**src/rtl/burst_addr_arbiter.sv**
```systemverilog
// Two-port burst address generator with round-robin arbitration and periodic refresh.
// Refresh preempts requesters only between bursts; all outputs are registered.
module burst_addr_arbiter #(
  parameter int ADDR_BITS        = 8,
  parameter int LEN_BITS         = 4,
  parameter int REFRESH_INTERVAL = 64,
  parameter int REFRESH_CYCLES   = 4
) (
  input  logic                 clk,
  input  logic                 rst_n,
  input  logic                 req0,
  input  logic                 req1,
  input  logic [ADDR_BITS-1:0] start0,
  input  logic [ADDR_BITS-1:0] start1,
  input  logic [LEN_BITS-1:0]  len0,
  input  logic [LEN_BITS-1:0]  len1,
  output logic                 gnt0,
  output logic                 gnt1,
  output logic                 owner,
  output logic                 addr_valid,
  output logic [ADDR_BITS-1:0] addr,
  output logic                 last,
  output logic                 busy,
  output logic                 refresh_active,
  output logic                 refresh_overrun
);

  localparam int IW = (REFRESH_INTERVAL > 2) ? $clog2(REFRESH_INTERVAL) : 1;
  localparam int RW = (REFRESH_CYCLES > 2) ? $clog2(REFRESH_CYCLES) : 1;
  localparam logic [IW-1:0] IV_LAST = IW'(REFRESH_INTERVAL - 1);
  localparam logic [RW-1:0] RC_LOAD = RW'(REFRESH_CYCLES - 1);

  typedef enum logic [1:0] {
    ST_IDLE    = 2'd0,
    ST_BURST   = 2'd1,
    ST_REFRESH = 2'd2
  } state_e;

  state_e                 state_q;
  logic [IW-1:0]          iv_q, iv_d;
  logic                   pend_q;
  logic                   overrun_q;
  logic [RW-1:0]          rcnt_q;
  logic [LEN_BITS-1:0]    beats_q;
  logic                   last_owner_q;
  logic                   gnt0_q, gnt1_q, owner_q, valid_q, last_q, busy_q, ref_q;
  logic [ADDR_BITS-1:0]   addr_q;

  logic                   iv_wrap;
  logic                   any_req;
  logic                   win;
  logic [ADDR_BITS-1:0]   win_start;
  logic [LEN_BITS-1:0]    win_len;
  logic                   burst_done;
  logic                   enter_ref;

  always_comb begin
    iv_wrap    = (iv_q == IV_LAST);
    iv_d       = iv_wrap ? '0 : iv_q + 1'b1;
    any_req    = req0 | req1;
    // On a tie the port that did not win last time gets the grant.
    win        = (req0 & req1) ? ~last_owner_q : req1;
    win_start  = win ? start1 : start0;
    win_len    = win ? len1 : len0;
    burst_done = (state_q == ST_BURST) && (beats_q == '0);
    enter_ref  = pend_q && ((state_q == ST_IDLE) || burst_done);
  end

  always_ff @(posedge clk or negedge rst_n) begin
    if (!rst_n) begin
      state_q      <= ST_IDLE;
      iv_q         <= '0;
      pend_q       <= 1'b0;
      overrun_q    <= 1'b0;
      rcnt_q       <= '0;
      beats_q      <= '0;
      last_owner_q <= 1'b1;
      gnt0_q       <= 1'b0;
      gnt1_q       <= 1'b0;
      owner_q      <= 1'b0;
      valid_q      <= 1'b0;
      last_q       <= 1'b0;
      busy_q       <= 1'b0;
      ref_q        <= 1'b0;
      addr_q       <= '0;
    end else begin
      iv_q      <= iv_d;
      overrun_q <= iv_wrap & pend_q;
      if (iv_wrap)        pend_q <= 1'b1;
      else if (enter_ref) pend_q <= 1'b0;

      gnt0_q <= 1'b0;
      gnt1_q <= 1'b0;

      if (enter_ref) begin
        state_q <= ST_REFRESH;
        ref_q   <= 1'b1;
        busy_q  <= 1'b1;
        rcnt_q  <= RC_LOAD;
        valid_q <= 1'b0;
        last_q  <= 1'b0;
        owner_q <= 1'b0;
        addr_q  <= '0;
      end else begin
        case (state_q)
          ST_IDLE: begin
            if (any_req) begin
              state_q      <= ST_BURST;
              busy_q       <= 1'b1;
              valid_q      <= 1'b1;
              addr_q       <= win_start;
              beats_q      <= win_len;
              last_q       <= (win_len == '0);
              owner_q      <= win;
              gnt0_q       <= ~win;
              gnt1_q       <= win;
              last_owner_q <= win;
            end
          end
          ST_BURST: begin
            if (burst_done) begin
              state_q <= ST_IDLE;
              busy_q  <= 1'b0;
              valid_q <= 1'b0;
              last_q  <= 1'b0;
              owner_q <= 1'b0;
              addr_q  <= '0;
            end else begin
              addr_q  <= addr_q + 1'b1;
              beats_q <= beats_q - 1'b1;
              last_q  <= (beats_q == LEN_BITS'(1));
            end
          end
          ST_REFRESH: begin
            if (rcnt_q == '0) begin
              state_q <= ST_IDLE;
              ref_q   <= 1'b0;
              busy_q  <= 1'b0;
            end else begin
              rcnt_q <= rcnt_q - 1'b1;
            end
          end
          default: begin
            state_q <= ST_IDLE;
            busy_q  <= 1'b0;
            ref_q   <= 1'b0;
          end
        endcase
      end
    end
  end

  assign gnt0            = gnt0_q;
  assign gnt1            = gnt1_q;
  assign owner           = owner_q;
  assign addr_valid      = valid_q;
  assign addr            = addr_q;
  assign last            = last_q;
  assign busy            = busy_q;
  assign refresh_active  = ref_q;
  assign refresh_overrun = overrun_q;

endmodule

```
**config.mk**
```make
export PLATFORM = sky130hd
export DESIGN_NAME = burst_addr_arbiter
export DESIGN_NICKNAME = d
export VERILOG_FILES = /design/src/rtl/burst_addr_arbiter.sv
export SDC_FILE = /design/constraint.sdc
export NUM_CORES = 1
export LEC_CHECK = 0
export ABC_AREA = 1
export CORE_ASPECT_RATIO = 0.9
export CORE_MARGIN = 2
export CORE_UTILIZATION = 35
export DETAILED_ROUTE_END_ITERATION = 8
export GPL_TIMING_DRIVEN = 1
export PLACE_DENSITY_LB_ADDON = 0.08
export SETUP_SLACK_MARGIN = 0.5
export SYNTH_ARGS = -nofsm -noshare
export SYNTH_HDL_FRONTEND = slang
export SYNTH_SLANG_ARGS = --single-unit
```
**constraint.sdc**
```tcl
create_clock -name clk -period 1.6 [get_ports clk]
set_clock_uncertainty 0.15 [all_clocks]
set_input_delay 0.4 -clock clk [delete_from_list [all_inputs] [get_ports clk]]
set_output_delay 0.4 -clock clk [all_outputs]
set_load 0.05 [all_outputs]
```
==> results.cfg, run 1 <==
[status]
status = finished, final reports clean

[setup_path]
cpMostUsedCell = nand2_1
crit_type = flop to flop
cp.arrival_ps = 1510
endpoint_kind = flop
path_buf_inv = 1
crit_slowest_cell = dfstp_2
crit_chain = nand2_4 > buf_6 > a21boi_4 > nor2_4 > nand3_1 > nand2_1 > nand2_1 > nand2_1
crit_family = flip-flops
critPathLaunchType = flop
slowest_delay_ps = 560
required_ps = 1620
path_max_fanout = 4

[route]
dr.pass1.iters = 4
top_layer_used = met4
ant_nets = 0
route.detailed.drc = 0
wirelength_um = 5089
wl_met2_um = 2485
vias = 1846
wl_met3_um = 238
drt_iter0_drc = 142
wl_per_cell_um = 13.18
via_per_inst = 4.782
wl_met1_um = 2333

[grt]
first_global_vias = 1698
overflow = 0
grt_first_pass_wirelength_um = 7935
antenna_found_initial = 0
grt_max_degree = 33
track_usage_pct = 17.83

[timing]
finalSetupViolCount = 0
rsz0062_at_grt = yes
fmax_ghz = 0.6721
min_period_over_period_pct = 92.99
finalHoldViolations = 0
fin_crit_ps = 1488
holdWs_ps = 332.5
layout_setup_ws_ps = 112.1
worst_pin_slew_ps = 260.0
max_slew_margin_pct = 82.48
finalMaxSlewViolations = 0
fin_tns_setup_ps = 0

[power]
vdd_ir_drop_max_mv = 0.8990
p_total_mw = 5.493
p_leak_nw = 1.523
pwr_density_cell_nw_per_um2 = 1719

[yosys]
postSynth.asyncResetShare_pct = 100.0
ys_ff_latch = 32
netlist_area_um2 = 1777
synth.top_cell.area_share_pct = 43.66
yosysUniqueCellTypes = 29
synth_fp_nets = 259
synth_edf_count = 0
avgSynthCellArea_um2 = 7.896
synth_common_cells = 55 x nand2_1, 31 x dfrtp_1, 22 x nor2_1, 21 x inv_1, 19 x o21ai_0
yosysSeqAreaShare_pct = 45.14
synth_most_common_cell = nand2_1
ys_top_cells_by_area = dfrtp_1 44%, nand2_1 12%, o21ai_0 5.4%, nand3_1 4.8%, nor2_1 4.6%
synthFlopType = dfrtp_1
postSynthCellCount = 225
yosys_warnings = 0
yosysTopAreaCell = dfrtp_1

[clocking]
clkSinkCount = 32
cts_made_buffers = 5
cts_max_level = 2
clk_path_buf_depth = 2
cts_hold_buf = 0
clk_pin_slew_worst_paths_ps = 70
clock_tree.root_cell = clkbuf_8
cts_tree = yes
worstSkewPairLatency_ps = 280

[floorplan]
die_h_um = 71.59
die_w_um = 79.10
ioPinCount = 44
start_util_pct = 36.52
fp.coreArea_um2 = 4865
dieArea_um2 = 5663
row_count = 24

[finish]
insertedDiodeCount = 0
area_growth_pct = 79.86
fill_cells = 447
drive_above_1_share_pct = 48.91
finalNonFillerCells = 386
final_nets = 354

[place]
hpwlAfterDp_um = 3387
globalplace.congestion = 0.8259
dp_slack_ps = -335.2
dp_cells = 345
numPortBuffers = 43

[run]
drv_cap = 0

[worst_hold_path]
hp-class = primary input to async pin
-- kinds of logic (layout without fill, tap and decap cells) --
family | count (synthesis) | in the layout | share of synthesized area (%)
flops | 32 | 32 | 45.14
xor+xnor | 4 | 4 | 1.972
fa+ha+maj | 6 | 6 | 4.225
buf+inv | 28 | 122 | 6.479
compound gates | 38 | 38 | 11.69
simple gates | 117 | 119 | 30.49
-- cell type report --
class	count	area (µm²)	share of cell area, %
Multi-Input combinational cell	167	1116	34.93
Timing Repair Buffer	88	962.2	30.11
Sequential cell	32	823.3	25.76
Inverter	26	120.1	3.759
Clock buffer	6	82.58	2.584
Tap cell	65	81.33	2.545
Clock inverter	2	10.01	0.3132
-- timing repair --
item | CTS | global route
pin swaps | 22 | 30
gates resized for setup | 22 | 47
setup buffers | 22 | 9
endpoints found under the setup margin | 45 | 47
cloned | 1 | 1
-- path summary, 6_finish.rpt --
path	from	to	slack, ps	cells after the start
hold reg to reg	last_owner_q	last_owner_q	360	2
max in group asynchronous	rst_n	last_owner_q	720	2
hold / removal	rst_n	addr[5]	330	2
setup / recovery	last_owner_q	last	110	8
min in group clk	last_owner_q	last_owner_q	360	2
setup reg to reg	last_owner_q	last	110	8
-- state kept, by name (all words and copies together) (netlist names) --
signal	cells
busy	1
beats_q	4
addr_valid	1
iv_q	6
rcnt_q	2
pend_q	1
last	1
owner	1
state_q	2
last_owner_q	1
refresh_active	1
gnt0	1
gnt1	1
addr	8
refresh_overrun	1
-- per-stage QoR --
step,cell area (µm²),util (%)
final,3196,65.69
after global routing,3196,65.69
after CTS,2957,60.78
after detailed placement,2639,54.24
after global placement,2639,54.24
after floorplan,1868,-
-- per-layer routing --
metal  global-route usage, %  vias to the layer above
met2                   29.00                       65
met4                   4.023                        0
met3                   3.652                        6
met1                   24.72                      852
met5                       0                        -
li1                        -                      923
-- power by group --
part / internal, mW / total [mW] / switching, mW
combinational: 1.65 / 3.48 / 1.83
clock: 0.343 / 0.642 / 0.299
sequential: 1.09 / 1.37 / 0.284
total: 3.08 / 5.49 / 2.41
-- placed cells by master (no fill, tap or decap), types with 5 or more instances in the layout --
cell,netlist,final
buf_12,0,17
buf_4,2,38
buf_6,0,6
clkbuf_8,0,6
clkdlybuf4s50_1,0,25
dfrtp_1,31,14
dfrtp_2,0,17
inv_1,21,11
inv_2,4,10
nand2_1,55,42
nand2_2,6,11
nand2_4,2,10
nand3_1,17,10
nand3_2,1,8
nor2_1,22,16
nor2_4,1,7
o21ai_0,19,9
o21ai_1,9,14
o21ai_2,0,5
Power figures use the tool's default switching activity.
==> inputs of run 2 (changes only) <==
Settings changed: CORE_MARGIN 2 to unset.
==> run 2 against run 1 <==
Effect of this change:
- global-route usage rose by 1.2 points
- setup slack improved by 37 ps
- sequential cell count did not move
- clock power fell by 8.4%
- highest routed layer unchanged
- cell count decreased by 1.3%
- wire length shrank 6.7%
- cell area down 2.0%
- sequential power is essentially flat
- combinational power is essentially flat
- critical path depth rose by 1
- non-clock buffer count fell by 4
==> results.cfg, run 2 (same netlist as run 1, synthesis figures left out) <==
[finish]
multi_input_area_um2 = 1079
mostFrequentLayoutCell = nand2_1
largest_reg_flops = 8
layout_common_cells = 43 x nand2_1, 30 x buf_4, 25 x clkdlybuf4s50_1
insertedDiodeCount = 0
seq_area_um2 = 822.0
drive_above_1_share_pct = 45.89
fin_util_pct = 64.35
area_growth_pct = 76.20
finalNonFillerCells = 381
final_nets = 349
fill_cells = 417

[floorplan]
row_count = 24
start_util_pct = 36.52
ioPinCount = 44
die_h_um = 69.59
fp.coreArea_um2 = 4865
dieArea_um2 = 5365
die_w_um = 77.10

[clocking]
clock_tree.root_cell = clkbuf_8
cts_tree = yes
clk_pin_slew_worst_paths_ps = 70
worstSkewPairLatency_ps = 280
clkSinkCount = 32
clk_path_buf_depth = 2
cts_max_level = 2
cts_hold_buf = 0
cts_made_buffers = 5

[worst_hold_path]
hp-class = primary input to async pin

[setup_path]
worstRegToRegCells = 9
crit_family = simple AND/OR/NAND/NOR gates
cpMostUsedCell = nand2_1
r2r_start = last_owner_q
crit_chain = nand2_4 > buf_6 > nand3_2 > nand2_2 > nor2_2 > nand3_1 > nand2_1 > nand2_1 > nand2_1
path_buf_inv = 1
endpoint_kind = flop
crit_type = flop to flop
cp.arrival_ps = 1520
path_max_fanout = 4
slowest_delay_ps = 550
crit_slowest_cell = dfstp_2
required_ps = 1670
critPathLaunchType = flop
regToRegEndpoint = last
rrSetupSlack_ps = 150

[route]
vias = 1795
dr.pass1.iters = 4
via_per_inst = 4.711
wl_per_cell_um = 12.47
ant_nets = 0
wirelength_um = 4750
route.detailed.drc = 0
drt_iter0_drc = 107

[timing]
finalSetupViolCount = 0
finalMaxSlewViolations = 0
fin_tns_setup_ps = 0
layout_setup_ws_ps = 148.7
fmax_ghz = 0.6890
rsz0062_at_grt = yes
min_period_over_period_pct = 90.71
finalHoldViolations = 0
worst_pin_slew_ps = 232.7
max_slew_margin_pct = 84.32
fin_crit_ps = 1451

[run]
drv_cap = 0

[status]
status = finished, final reports clean

[grt]
first_global_vias = 1696
track_usage_pct = 18.98
antenna_found_initial = 0
grt_max_degree = 33
overflow = 0
grt_first_pass_wirelength_um = 7886

[place]
hpwlAfterDp_um = 3331
dp_slack_ps = -399.3
numPortBuffers = 43
dp_cells = 342
globalplace.congestion = 0.8068

[power]
p_leak_nw = 1.476
vdd_ir_drop_max_mv = 0.9220
pwr_density_cell_nw_per_um2 = 1740
run 2: cell count changes in the layout (fill, tap and decap cells not counted), sizes merged:
cell and change:
clkbuf +1, nand2 -1, clkinv -1, buf -4
run 2: worst max path at each step:
stage	startpoint	endpoint	slack [ps]	depth (start not counted)
after floorplan	addr[0]	addr[6]	150	8
after global placement	req1	addr[5]	-350	8
after detailed placement	req1	addr[5]	-400	8
after CTS	addr[0]	addr[0]	140	1
after global routing	last_owner_q	addr[6]	70	9
final	last_owner_q	last	150	9
run 2: per-layer routing:
metal | GRT usage, % | share of wire, % | wire [µm]
met5 | 0 | 0 | 0
met1 | 26.53 | 47 | 2243
met4 | 5.451 | 1.3 | 63
met2 | 28.97 | 47 | 2209
met3 | 5.000 | 4.9 | 233
run 2: worst reg2reg max path, cell delays in order, from the launching register on:
cell	delay (ps)
dfstp_2	550
nand2_4	80
buf_6	130
nand3_2	50
nand2_2	60
nor2_2	90
nand3_1	90
nand2_1	90
nand2_1	50
nand2_1	70
run 2: metrics by stage:
stage | power [mW] | cell area, µm² | hold WS (ps)
6_report | 5.447 | 3131 | 337.1
3_5_place_dp | 4.105 | 2616 | 307.1
2_1_floorplan | 2.927 | 1868 | -45.59
5_1_grt | 5.816 | 3131 | 355.0
4_1_cts | 5.143 | 2964 | 338.0
3_3_place_gp | 4.081 | 2616 | 300.7
run 2: where the power goes:
group,internal (mW),leakage (nW),switching [mW],total [mW]
sequential,1.09,0.377,0.287,1.37
clock,0.305,0.0422,0.283,0.588
combinational,1.70,1.06,1.78,3.49
run 2: layout make-up:
class | count | area share [%]
Clock inverter | 1 | 0.1599
Sequential cell | 32 | 26.26
Multi-Input combinational cell | 166 | 34.45
Inverter | 26 | 3.517
Clock buffer | 7 | 2.438
Timing Repair Buffer | 84 | 30.58
Tap cell | 65 | 2.598
run 2: repair_timing:
item                                   in CTS  in global routing
setup buffers                              20                 10
endpoints found under the hold margin       0                  0
gates cloned                                1                  0
setup endpoints to repair                  45                 47
resized for setup                          38                 22
pin swaps                                  23                 16
==> inputs of run 3 (changes only) <==
Clock period 1.6 ns to 1.86 ns, I/O delays scaled along.
==> run 3 against run 2 <==
Effect of this change:
- setup slack better by 200 ps
- worst hold slack gained 5.7 ps
- cell area shrank 0.36%
- fmax down 4.3%
- clock power is 5.1% lower
- sequential cell count is the same
- clock-buffer cell count decreased by 1
- cell count is the same
- critical path type unchanged
==> results.cfg, run 3 (same netlist as run 1, synthesis figures left out) <==
[timing]
min_period_over_period_pct = 81.52
holdWs_ps = 342.8
fin_crit_ps = 1516
worst_pin_slew_ps = 231.3
fin_tns_setup_ps = 0
finalMaxSlewViolations = 0
finalHoldViolations = 0
max_slew_margin_pct = 84.52
finalSetupViolCount = 0
fmax_ghz = 0.6596
rsz0062_at_grt = yes

[grt]
antenna_found_initial = 0
track_usage_pct = 19.46
first_global_vias = 1815
overflow = 0
grt_first_pass_wirelength_um = 8142
grt_max_degree = 33

[route]
route.detailed.drc = 0
vias = 1811
drt_iter0_drc = 118
dr.pass1.iters = 4
wl_per_cell_um = 12.82
wirelength_um = 4886
ant_nets = 0
via_per_inst = 4.753

[place]
place_area_um2 = 2510
hpwlAfterDp_um = 3261
dp_cells = 339
globalplace.congestion = 0.7811
numPortBuffers = 43

[setup_path]
critPathLaunchType = flop
endpoint_kind = flop
r2r_start = beats_q[0]
crit_family = simple AND/OR/NAND/NOR gates
slowest_delay_ps = 390
rrSetupSlack_ps = 340
worstRegToRegCells = 9
path_buf_inv = 2
regToRegEndpoint = addr[4]
crit_type = flop to flop
crit_chain = inv_2 > ha_4 > nand3_2 > nand2_2 > nand2_4 > inv_4 > nor2_4 > nand2_1 > o21ai_1
path_max_fanout = 7
cp.arrival_ps = 1580
required_ps = 1920
crit_slowest_cell = dfrtp_1

[finish]
finalNonFillerCells = 381
insertedDiodeCount = 0
mostFrequentLayoutCell = nand2_1
area_growth_pct = 75.56
multi_input_area_um2 = 1080
layout_common_cells = 46 x nand2_1, 28 x buf_4, 25 x clkdlybuf4s50_1
drive_above_1_share_pct = 43.67
fin_util_pct = 64.12
seq_area_um2 = 813.3
fill_cells = 423
final_nets = 349
final_area_um2 = 3119
largest_reg_flops = 8

[floorplan]
start_util_pct = 36.52
die_w_um = 77.10
fp.coreArea_um2 = 4865
die_h_um = 69.59
row_count = 24
ioPinCount = 44
dieArea_um2 = 5365

[run]
drv_cap = 0

[clocking]
cts_max_level = 2
cts_made_buffers = 5
clkSinkCount = 32
worstSkewPairLatency_ps = 290
clock_tree.root_cell = clkbuf_8
cts_tree = yes
clk_path_buf_depth = 2
clk_pin_slew_worst_paths_ps = 70

[status]
status = finished, final reports clean

[power]
p_leak_nw = 1.498
pwr_density_cell_nw_per_um2 = 1513
vdd_ir_drop_max_mv = 0.7905

[worst_hold_path]
hp-class = flop to flop
hold_path.startpoint = last_owner_q
whs_endpoint = last_owner_q
hold_path_depth = 2
==> run 3: cell types whose count changed in the layout (fill, tap and decap cells not counted), moves of 3 or more <==
cell     change
dfrtp_1      +7
dfrtp_2      -7
buf_6        +4
nor2_2       -4
nand2_1      +3
nor2_4       +3
o21ai_2      +3
==> run 3: layout make-up <==
type / instances / area share, %
multi-input cells: 166 / 34.62
well taps: 65 / 2.607
flip-flops and latches: 32 / 26.07
clock inverters: 2 / 0.3209
repair buffers: 84 / 30.04
clock buffers: 6 / 2.647
inverters: 26 / 3.690
==> run 3: timing repair <==
action / CTS / global route
setup endpoints to repair: 38 / 41
buffers inserted: 26 / 7
gates resized for setup: 64 / 27
cloned: 1 / 0
pin swaps: 21 / 13
hold buffers: 0 / 0
==> run 3: how the worst max path moves through the flow <==
stage                           from  endpoint  cells after the start
after floorplan              addr[0]   addr[6]                      8
after global placement          req1   addr[5]                      8
after detailed placement        req1   addr[5]                      8
after CTS                    addr[0]   addr[0]                      1
after global routing         addr[0]   addr[6]                      9
final                     beats_q[0]   addr[4]                      9
==> run 3: stage by stage <==
stage,power [mW],setup slack [ps]
2_1_floorplan,2.446,407.2
3_3_place_gp,3.380,-157.8
3_5_place_dp,3.387,-202.3
4_1_cts,4.592,344.5
5_1_grt,4.995,271.5
6_report,4.721,343.8
==> run 3: where the power goes <==
part / switching [mW] / total [mW] / internal, mW
registers: 0.244 / 1.17 / 0.925
logic: 1.54 / 2.99 / 1.45
clock network: 0.263 / 0.558 / 0.295
==> run 3: routing by layer <==
metal / global-route usage, % / wire [µm] / vias up / share of wire [%]
met2: 34.72 / 2545 / 44 / 52
met5: 0 / 0 / - / 0
li1: - / - / 914 / -
met4: 6.709 / 53 / 0 / 1.1
met1: 23.47 / 2094 / 848 / 43
met3: 3.553 / 192 / 5 / 3.9
==> run 3: worst reg2reg max path, stage by stage, from the launching register on <==
cell	delay, ps
dfrtp_1	390
inv_2	70
ha_4	160
nand3_2	90
nand2_2	80
nand2_4	110
inv_4	50
nor2_4	190
nand2_1	90
o21ai_1	80
